### src/rtl/ser_link_scheduler.sv
// Round-robin scheduler and MSB-first serializer for the shared serial output link.
// Two word sources compete on valid/ready; one word is granted per frame, shifted out on a
// divided clock, and followed by GAP_BITS idle bit-times before the next decision.
module ser_link_scheduler #(
  parameter int unsigned WORD_W   = 32,
  parameter int unsigned CLK_DIV  = 4,
  parameter int unsigned GAP_BITS = 2
) (
  input  logic              clk_32,
  input  logic              rst_n_in,
  input  logic              req0_valid_in,
  input  logic [WORD_W-1:0] req0_data_in,
  output logic              req0_ready_out,
  input  logic              req1_valid_in,
  input  logic [WORD_W-1:0] req1_data_in,
  output logic              req1_ready_out,
  output logic              ser_out,
  output logic              ser_clk,
  output logic              ser_frame_out,
  output logic              busy_out,
  output logic              grant_out,
  output logic [15:0]       word_count_out
);

  localparam int unsigned DIV_W = (CLK_DIV > 2) ? $clog2(CLK_DIV) : 1;
  localparam int unsigned BIT_W = (WORD_W > 2) ? $clog2(WORD_W) : 1;
  localparam int unsigned GAP_W = 4;
  localparam int unsigned CNT_W = 16;

  localparam logic [DIV_W-1:0] DIV_LAST = DIV_W'(CLK_DIV - 1);
  localparam logic [DIV_W-1:0] DIV_HALF = DIV_W'(CLK_DIV / 2);
  localparam logic [BIT_W-1:0] BIT_LAST = BIT_W'(WORD_W - 1);
  localparam logic [GAP_W-1:0] GAP_LAST = GAP_W'((GAP_BITS == 0) ? 0 : GAP_BITS - 1);
  localparam bit               NO_GAP   = (GAP_BITS == 0);

  typedef enum logic [1:0] {ST_IDLE, ST_SHIFT, ST_GAP} state_e;

  state_e             state_q, state_d;
  logic [DIV_W-1:0]   div_cnt_q, div_cnt_d;
  logic [BIT_W-1:0]   bit_cnt_q, bit_cnt_d;
  logic [GAP_W-1:0]   gap_cnt_q, gap_cnt_d;
  logic [WORD_W-1:0]  shift_q, shift_d;
  logic               last_grant_q, last_grant_d;
  logic               grant_q, grant_d;
  logic [CNT_W-1:0]   count_q, count_d;
  logic               ser_out_q, ser_out_d;
  logic               ser_clk_q, ser_clk_d;
  logic               frame_q, frame_d;
  logic               busy_q, busy_d;
  logic               strobe;
  logic               decide;
  logic               any_valid;
  logic               sel;

  // Next-state, arbitration and registered-output computation
  always_comb begin
    state_d      = state_q;
    div_cnt_d    = (div_cnt_q == DIV_LAST) ? '0 : div_cnt_q + DIV_W'(1);
    bit_cnt_d    = bit_cnt_q;
    gap_cnt_d    = gap_cnt_q;
    shift_d      = shift_q;
    last_grant_d = last_grant_q;
    grant_d      = grant_q;
    count_d      = count_q;

    strobe    = (div_cnt_q == DIV_LAST);
    any_valid = req0_valid_in | req1_valid_in;
    // Tie goes to the requester that did not own the previous frame
    sel       = (req0_valid_in & req1_valid_in) ? ~last_grant_q : ~req0_valid_in;
    decide    = strobe & ((state_q == ST_IDLE) |
                          ((state_q == ST_GAP) & (gap_cnt_q == GAP_LAST)) |
                          ((state_q == ST_SHIFT) & (bit_cnt_q == BIT_LAST) & NO_GAP));

    req0_ready_out = decide & ~sel & req0_valid_in;
    req1_ready_out = decide & sel & req1_valid_in;

    case (state_q)
      ST_SHIFT: begin
        if (strobe) begin
          shift_d   = {shift_q[WORD_W-2:0], 1'b0};
          bit_cnt_d = bit_cnt_q + BIT_W'(1);
          if (bit_cnt_q == BIT_LAST) begin
            count_d = count_q + CNT_W'(1);
            if (NO_GAP) begin
              state_d = ST_IDLE;
            end else begin
              state_d   = ST_GAP;
              gap_cnt_d = '0;
            end
          end
        end
      end
      ST_GAP: begin
        if (strobe) begin
          gap_cnt_d = gap_cnt_q + GAP_W'(1);
          if (gap_cnt_q == GAP_LAST) state_d = ST_IDLE;
        end
      end
      ST_IDLE: ;
      default: state_d = ST_IDLE;
    endcase

    // A grant overrides the end-of-frame / end-of-gap transition above
    if (decide && any_valid) begin
      shift_d      = sel ? req1_data_in : req0_data_in;
      bit_cnt_d    = '0;
      last_grant_d = sel;
      grant_d      = sel;
      state_d      = ST_SHIFT;
    end

    // Outputs follow the state of the bit period that starts at the next edge
    ser_out_d = (state_d == ST_SHIFT) & shift_d[WORD_W-1];
    ser_clk_d = (state_d == ST_SHIFT) & (div_cnt_d >= DIV_HALF);
    frame_d   = (state_d == ST_SHIFT);
    busy_d    = (state_d != ST_IDLE);
  end

  // State and output registers
  always_ff @(posedge clk_32 or negedge rst_n_in) begin
    if (!rst_n_in) begin
      state_q      <= ST_IDLE;
      div_cnt_q    <= '0;
      bit_cnt_q    <= '0;
      gap_cnt_q    <= '0;
      shift_q      <= '0;
      last_grant_q <= 1'b1;
      grant_q      <= 1'b0;
      count_q      <= '0;
      ser_out_q    <= 1'b0;
      ser_clk_q    <= 1'b0;
      frame_q      <= 1'b0;
      busy_q       <= 1'b0;
    end else begin
      state_q      <= state_d;
      div_cnt_q    <= div_cnt_d;
      bit_cnt_q    <= bit_cnt_d;
      gap_cnt_q    <= gap_cnt_d;
      shift_q      <= shift_d;
      last_grant_q <= last_grant_d;
      grant_q      <= grant_d;
      count_q      <= count_d;
      ser_out_q    <= ser_out_d;
      ser_clk_q    <= ser_clk_d;
      frame_q      <= frame_d;
      busy_q       <= busy_d;
    end
  end

  assign ser_out        = ser_out_q;
  assign ser_clk        = ser_clk_q;
  assign ser_frame_out  = frame_q;
  assign busy_out       = busy_q;
  assign grant_out      = grant_q;
  assign word_count_out = count_q;

endmodule
### config.mk
export PLATFORM = sky130hd
export DESIGN_NAME = ser_link_scheduler
export DESIGN_NICKNAME = d
export VERILOG_FILES = /design/src/rtl/ser_link_scheduler.sv
export SDC_FILE = /design/constraint.sdc
export NUM_CORES = 1
export LEC_CHECK = 0
export ABC_AREA = 0
export BUFFER_PORTS_ARGS = -buffer_cell sky130_fd_sc_hd__buf_2
export CAP_MARGIN = 20
export CORE_MARGIN = 8
export CORE_UTILIZATION = 25
export CTS_BUF_LIST = sky130_fd_sc_hd__clkbuf_8
export CTS_CLUSTER_DIAMETER = 120
export DETAILED_ROUTE_END_ITERATION = 12
export PLACE_DENSITY = 0.52
export SLEW_MARGIN = 40
export SYNTH_ARGS = -nofsm -noshare
export SYNTH_HDL_FRONTEND = slang
export SYNTH_SLANG_ARGS = --single-unit
### constraint.sdc
create_clock -name clk_32 -period 2.6 [get_ports clk_32]
set_clock_uncertainty 0.1 [all_clocks]
set_input_delay 0.26 -clock clk_32 [delete_from_list [all_inputs] [get_ports clk_32]]
set_output_delay 0.26 -clock clk_32 [all_outputs]
set_load 0.01 [all_outputs]
Word level (Yosys, flattened, before mapping)
Index checks and enable logic that the tools add are counted.

word-level totals
  input port bits = 68
  bits in registers = 67

cells by class
  equality and inequality tests = 9
  reductions and logical operators = 9
  magnitude comparators = 1
  $add $sub $neg = 4
  mux-type cells = 19
  bitwise operators = 14

operators by type and width
  kind                                                      number
  two-way mux 32 bit                                        4
  adder 16 x 1 -> 16 bit, second input constant             1
  two-way mux 5 bit                                         3
  two-way mux 2 bit                                         6
  two-way mux 4 bit                                         3
  bitwise AND 1 bit                                         9
  one-hot mux 4 bit (2 select lines)                        1
  nonzero test 2 bit                                        4
  one-hot mux 2 bit (3 select lines)                        1
  adder 5 x 1 -> 5 bit, second input constant               1
  == test 5 bit, second input constant                      1
  adder 4 x 1 -> 4 bit, second input constant               1
  == test 2 x 1 -> 1 bit, second input constant             2
  == test 2 bit, second input constant                      2
  == test 4 x 1 -> 1 bit, second input constant             1
  inequality test 2 bit, second input constant              2
  AND reduction 4 bit                                       1
  inverter 1 bit                                            3
  AND reduction 3 bit                                       1
  adder 2 x 1 -> 2 bit, second input constant               1
  greater-or-equal comparator 2 bit, second input constant  1
  logical NOT 2 bit                                         1
  inequality test 2 x 1 -> 1 bit, second input constant     1
  OR 1 bit                                                  2
  3 further kinds                                           3

Logic depth before layout (Yosys ltp)
  word-level depth = 8
  gate-level depth with buffers = 8
  mapped depth without buffers = 7

Worst setup path before layout
OpenSTA, ideal clock, no wires.

  path kind = reg2reg
  start = register bit_cnt_q[0]
  end = register count_q[5], in the netlist word_count_out[5]
  data arrival time = 1727 ps
  path buffers = 1
  stages on the path, launching flop included = 9
  required time = 2374 ps
  period minus slack after synthesis = 1953 ps
  setup slack = 647 ps
  cells stage by stage = dfrtp_1 -> ha_1 -> and3_1 -> ha_1 -> and4b_1 -> buf_6 -> and2_4 -> and4_4 -> xor2_2

on the way
  longest elaborated chain between the ends = 2

RTL lines
  what                           line  source
  from (decl)                    40    logic [BIT_W-1:0] bit_cnt_q, bit_cnt_d;
  from (signal assigned)         137   bit_cnt_q <= bit_cnt_d;
  == test 5 bit                  82    if (bit_cnt_q == BIT_LAST) begin
  AND reduction 3 bit (no line)  n/a
  to (signal assigned)           142   count_q <= count_d;
  to (decl)                      45    logic [CNT_W-1:0] count_q, count_d;

No other way between the ends.
A chain may end at the register's enable or synchronous reset.

Worst setup path in the final report
  start = register gap_cnt_q[1]
  end = output req1_ready_out

on the way
  longest elaborated chain between the ends = 6

RTL lines
  what                            line  source
  from (decl)                     41    logic [GAP_W-1:0] gap_cnt_q, gap_cnt_d;
  from (signal assigned)          138   gap_cnt_q <= gap_cnt_d;
  == test 4 x 1 -> 1 bit          71    ((state_q == ST_GAP) & (gap_cnt_q == GAP_LAST)) |
  bitwise AND 1 bit               71
  OR 1 bit                        70    decide = strobe & ((state_q == ST_IDLE) |
  bitwise AND 1 bit               70
  bitwise AND 1 bit (2 in a row)  75    req1_ready_out = decide & sel & req1_valid_in;
  to (decl)                       16    output logic req1_ready_out,

No other way between the ends.

==> flow_summary_export.csv <==
group,metric,value,unit
outcome,status,"completed",
setup_path,required,2.24,ns
layout,area_growth,23.4,%
grt,grtUsageTotal,9.47,%
synth,async_reset_ff_share,100,%
synth,ys_ff_latch,67,
layout,layout_commonest_cell,"buf_2",
sta,timing.slew.headroom,54.2,%
layout,finalNetCount,490,
setup_path,crit_chain,"inv_1 > ha_1 > nor3b_2 > o21ai_2 > nor3b_1 > buf_2",
sta,fin_crit,2.31,ns
route,vias_per_cell,4.53,
synth,synth_fp_nets,401,
placement,globalplace.congestion,0.704,
setup_path,crit_slowest_cell,"dfrtp_1",
die,die_h,133,um
setup_path,worstRegToRegCells,7,
sta,setup-violations-final,0,
layout,drive_above_1_share,30.1,%
synth,synth_area_leaders,"dfrtp_1 48%, mux2i_1 9.6%, o211ai_1 6.3%, nand3_1 6.0%, nand2_1 4.8%",
cts,clock_sinks,67,
synth,synth_warnings,0,
route,ant_nets,0,
placement,dpl.hpwl,5790,um
route,drt_iter0_drc,153,
sta,worstMarginPinSlew,0.687,ns
setup_path,path_class,"reg2out",
sta,hold_viol,0,
synth,ys_seq_area_share,48.9,%
pwr,leakagePower,2.02,nW
cts,tritoncts.num_buffers,9,
die,die_area,17700,um2
grt,grt_max_degree,73,
cts,worstSkewPairLatency,0.35,ns
pwr,total_power,1.95,mW
pwr,powerDensity,460,nW/um2
route,via_count,2714,
worst_hold_path,hold_class,"in2reg",
sta,fmax,432,MHz
setup_path,reg2reg_slack,0.42,ns
layout,antenna_cells,0,
worst_hold_path,hp-start,"req0_data_in[0]",
synth,synth_edf_count,0,
setup_path,critPathLaunch,"gap_cnt_q[1]",
setup_path,cp-start-kind,"register",
setup_path,critical_path.top_delay_family,"simple AND/OR/NAND/NOR gates",
pwr,p_sw,0.455,mW
cts,cts_root_buf,"clkbuf_8",
pwr,combPwrFrac,7.1,%
setup_path,timing.rr.start,"gap_cnt_q[1]",
sta,setup_tns,0,ns
setup_path,crit_arrival,1.95,ns
sta,fin_ws,0.286,ns
grt,grt_overflow,0,
cts,clk_pin_slew,0.07,ns
sta,rsz0062_at_grt,"false",
layout,mostFrequentLayoutCells,"89 x buf_2, 66 x dfrtp_1, 44 x nand2_1",
synth,syn_area,3430,um2
route,first_pass_iters,4,
sta,period_share,89.0,%
setup_path,cp_slowest_stage_delay,0.43,ns
placement,io_buffers,90,
pwr,internal_power,1.49,mW
synth,synthCells,327,
synth,avgSynthCellArea,10.5,um2
pwr,p_sw_share,23.3,%
setup_path,cp_num_buf_inv,2,
route,drcViolationCount,0,
die,die_w,133,um
run,maxCapViolCount,0,
setup_path,worstPathMaxFanout,5,
die,io_pins,91,
die,core,13700,um2
placement,placed_area,4060,um2
layout,post-route-cell-area,4230,um2
route,drt-total-wl,8130,um
worst_hold_path,holdPathEnd,"shift_q[0]",
cts,htreeDepth,3,
pwr,p_clk_share,39.3,%
cts,cts_max_path_buffers,2,
cts,cts_tree,"yes",
synth,synthDistinctLibCells,45,
grt,antenna_found_initial,0,
placement,place_ws,0.428,ns
layout,fin_util,31.0,%
sta,slew_violations,0,
pwr,sequentialPowerShare,53.6,%
die,fp-row-count,43,
synth,synth_top_area_share,48.2,%
setup_path,critPathCaptureType,"output port",
route,avgRoutedWirePerCell,13.6,um
grt,grt_pass1_wl,13900,um
die,initial_core_util,25.1,%
synth,synth_top_flop_cell,"dfrtp_1",
worst_hold_path,hold_depth,3,
synth,yosysTopAreaCell,"dfrtp_1",
setup_path,r2r-end,"ser_clk",
pwr,peakVddDrop,0.000187,V
grt,grt_pass1_vias,2910,
[tightest hold or removal path, cell delays in order]
cell	delay, ns
buf_2	0.07
mux2i_1	0.06
o21ai_1	0.11
[worst max-delay path by stage]
stage                               to  slack (ns)  depth (start not counted)
floorplan            word_count_out[5]        0.65                          8
global placement    word_count_out[11]        0.49                          7
detailed placement             ser_clk        0.43                          6
CTS                     req1_ready_out        0.25                          6
global route            req1_ready_out        0.07                          6
finish                  req1_ready_out        0.29                          6
[routing by layer]
metal,wire [um],track usage [%],vias to the layer above
li1,-,-,1346
met1,3770,11.4,1291
met2,3840,15.2,71
met3,460,4.18,6
met4,65,2.43,0
met5,0,0,-
[cells in the mapped netlist, types with 6 or more instances]
master / instances
o211ai_1: 29
ha_1: 6
a21oi_1: 7
dfrtp_1: 66
xnor2_1: 12
mux2i_1: 33
clkbuf_1: 6
and2_1: 6
nand3_1: 41
nor2_1: 8
nand2_1: 44
buf_2: 8
[registers in the layout (all words and copies together) (netlist names)]
| register | cells |
|---|---|
| busy_out | 1 |
| word_count_out | 16 |
| ser_frame_out | 1 |
| bit_cnt_q | 5 |
| div_cnt_q | 2 |
| ser_clk | 1 |
| grant_out | 1 |
| gap_cnt_q | 4 |
| ser_out | 1 |
| state_q | 2 |
| last_grant_q | 1 |
| shift_q | 32 |
[through the flow]
stage | hold slack, ns | std cells
after floorplan | -0.136 | 327
after CTS | 0.108 | 599
after global routing | 0.117 | 599
after global placement | 0.313 | 584
final | 0.108 | 599
after detailed placement | 0.217 | 584
[what timing repair did]
item / CTS / global route
setup endpoints to repair: 0 / 0
buffers inserted: 0 / 0
hold endpoints to repair: 66 / 0
hold buffers: 1 / 0
resized for setup: 0 / 0
[cell families after synthesis]
kind of cell | count (synthesis) | synth area share [%]
AOI/OAI and AO/OA | 54 | 11.5
xor gates and xnor gates | 17 | 4.56
adders and majority gates | 6 | 2.19
buffers and inverters | 26 | 4.23
DFF | 67 | 48.9
muxes | 35 | 10.3
and+or+nand+nor | 122 | 18.3
[cell type report]
class                      count  area (um2)
fill                        1448        9430
sequential                    67        1680
multi-input combinational    234        1620
timing repair buffer          99         527
tap                          180         225
clock buffer                  11         151
inverter                       5        18.8
clock inverter                 3        15.0
[power by group through the flow]
stage          logic (mW)  clock network, mW  registers (mW)
2_1_floorplan      0.0565                  0            1.06
4_1_cts             0.144              0.804            1.04
3_5_place_dp        0.142                  0            1.06
3_3_place_gp        0.140                  0            1.06
5_1_grt             0.157              0.849            1.04
6_report            0.138              0.767            1.04
No activity file was read; power rests on OpenSTA's default activity.
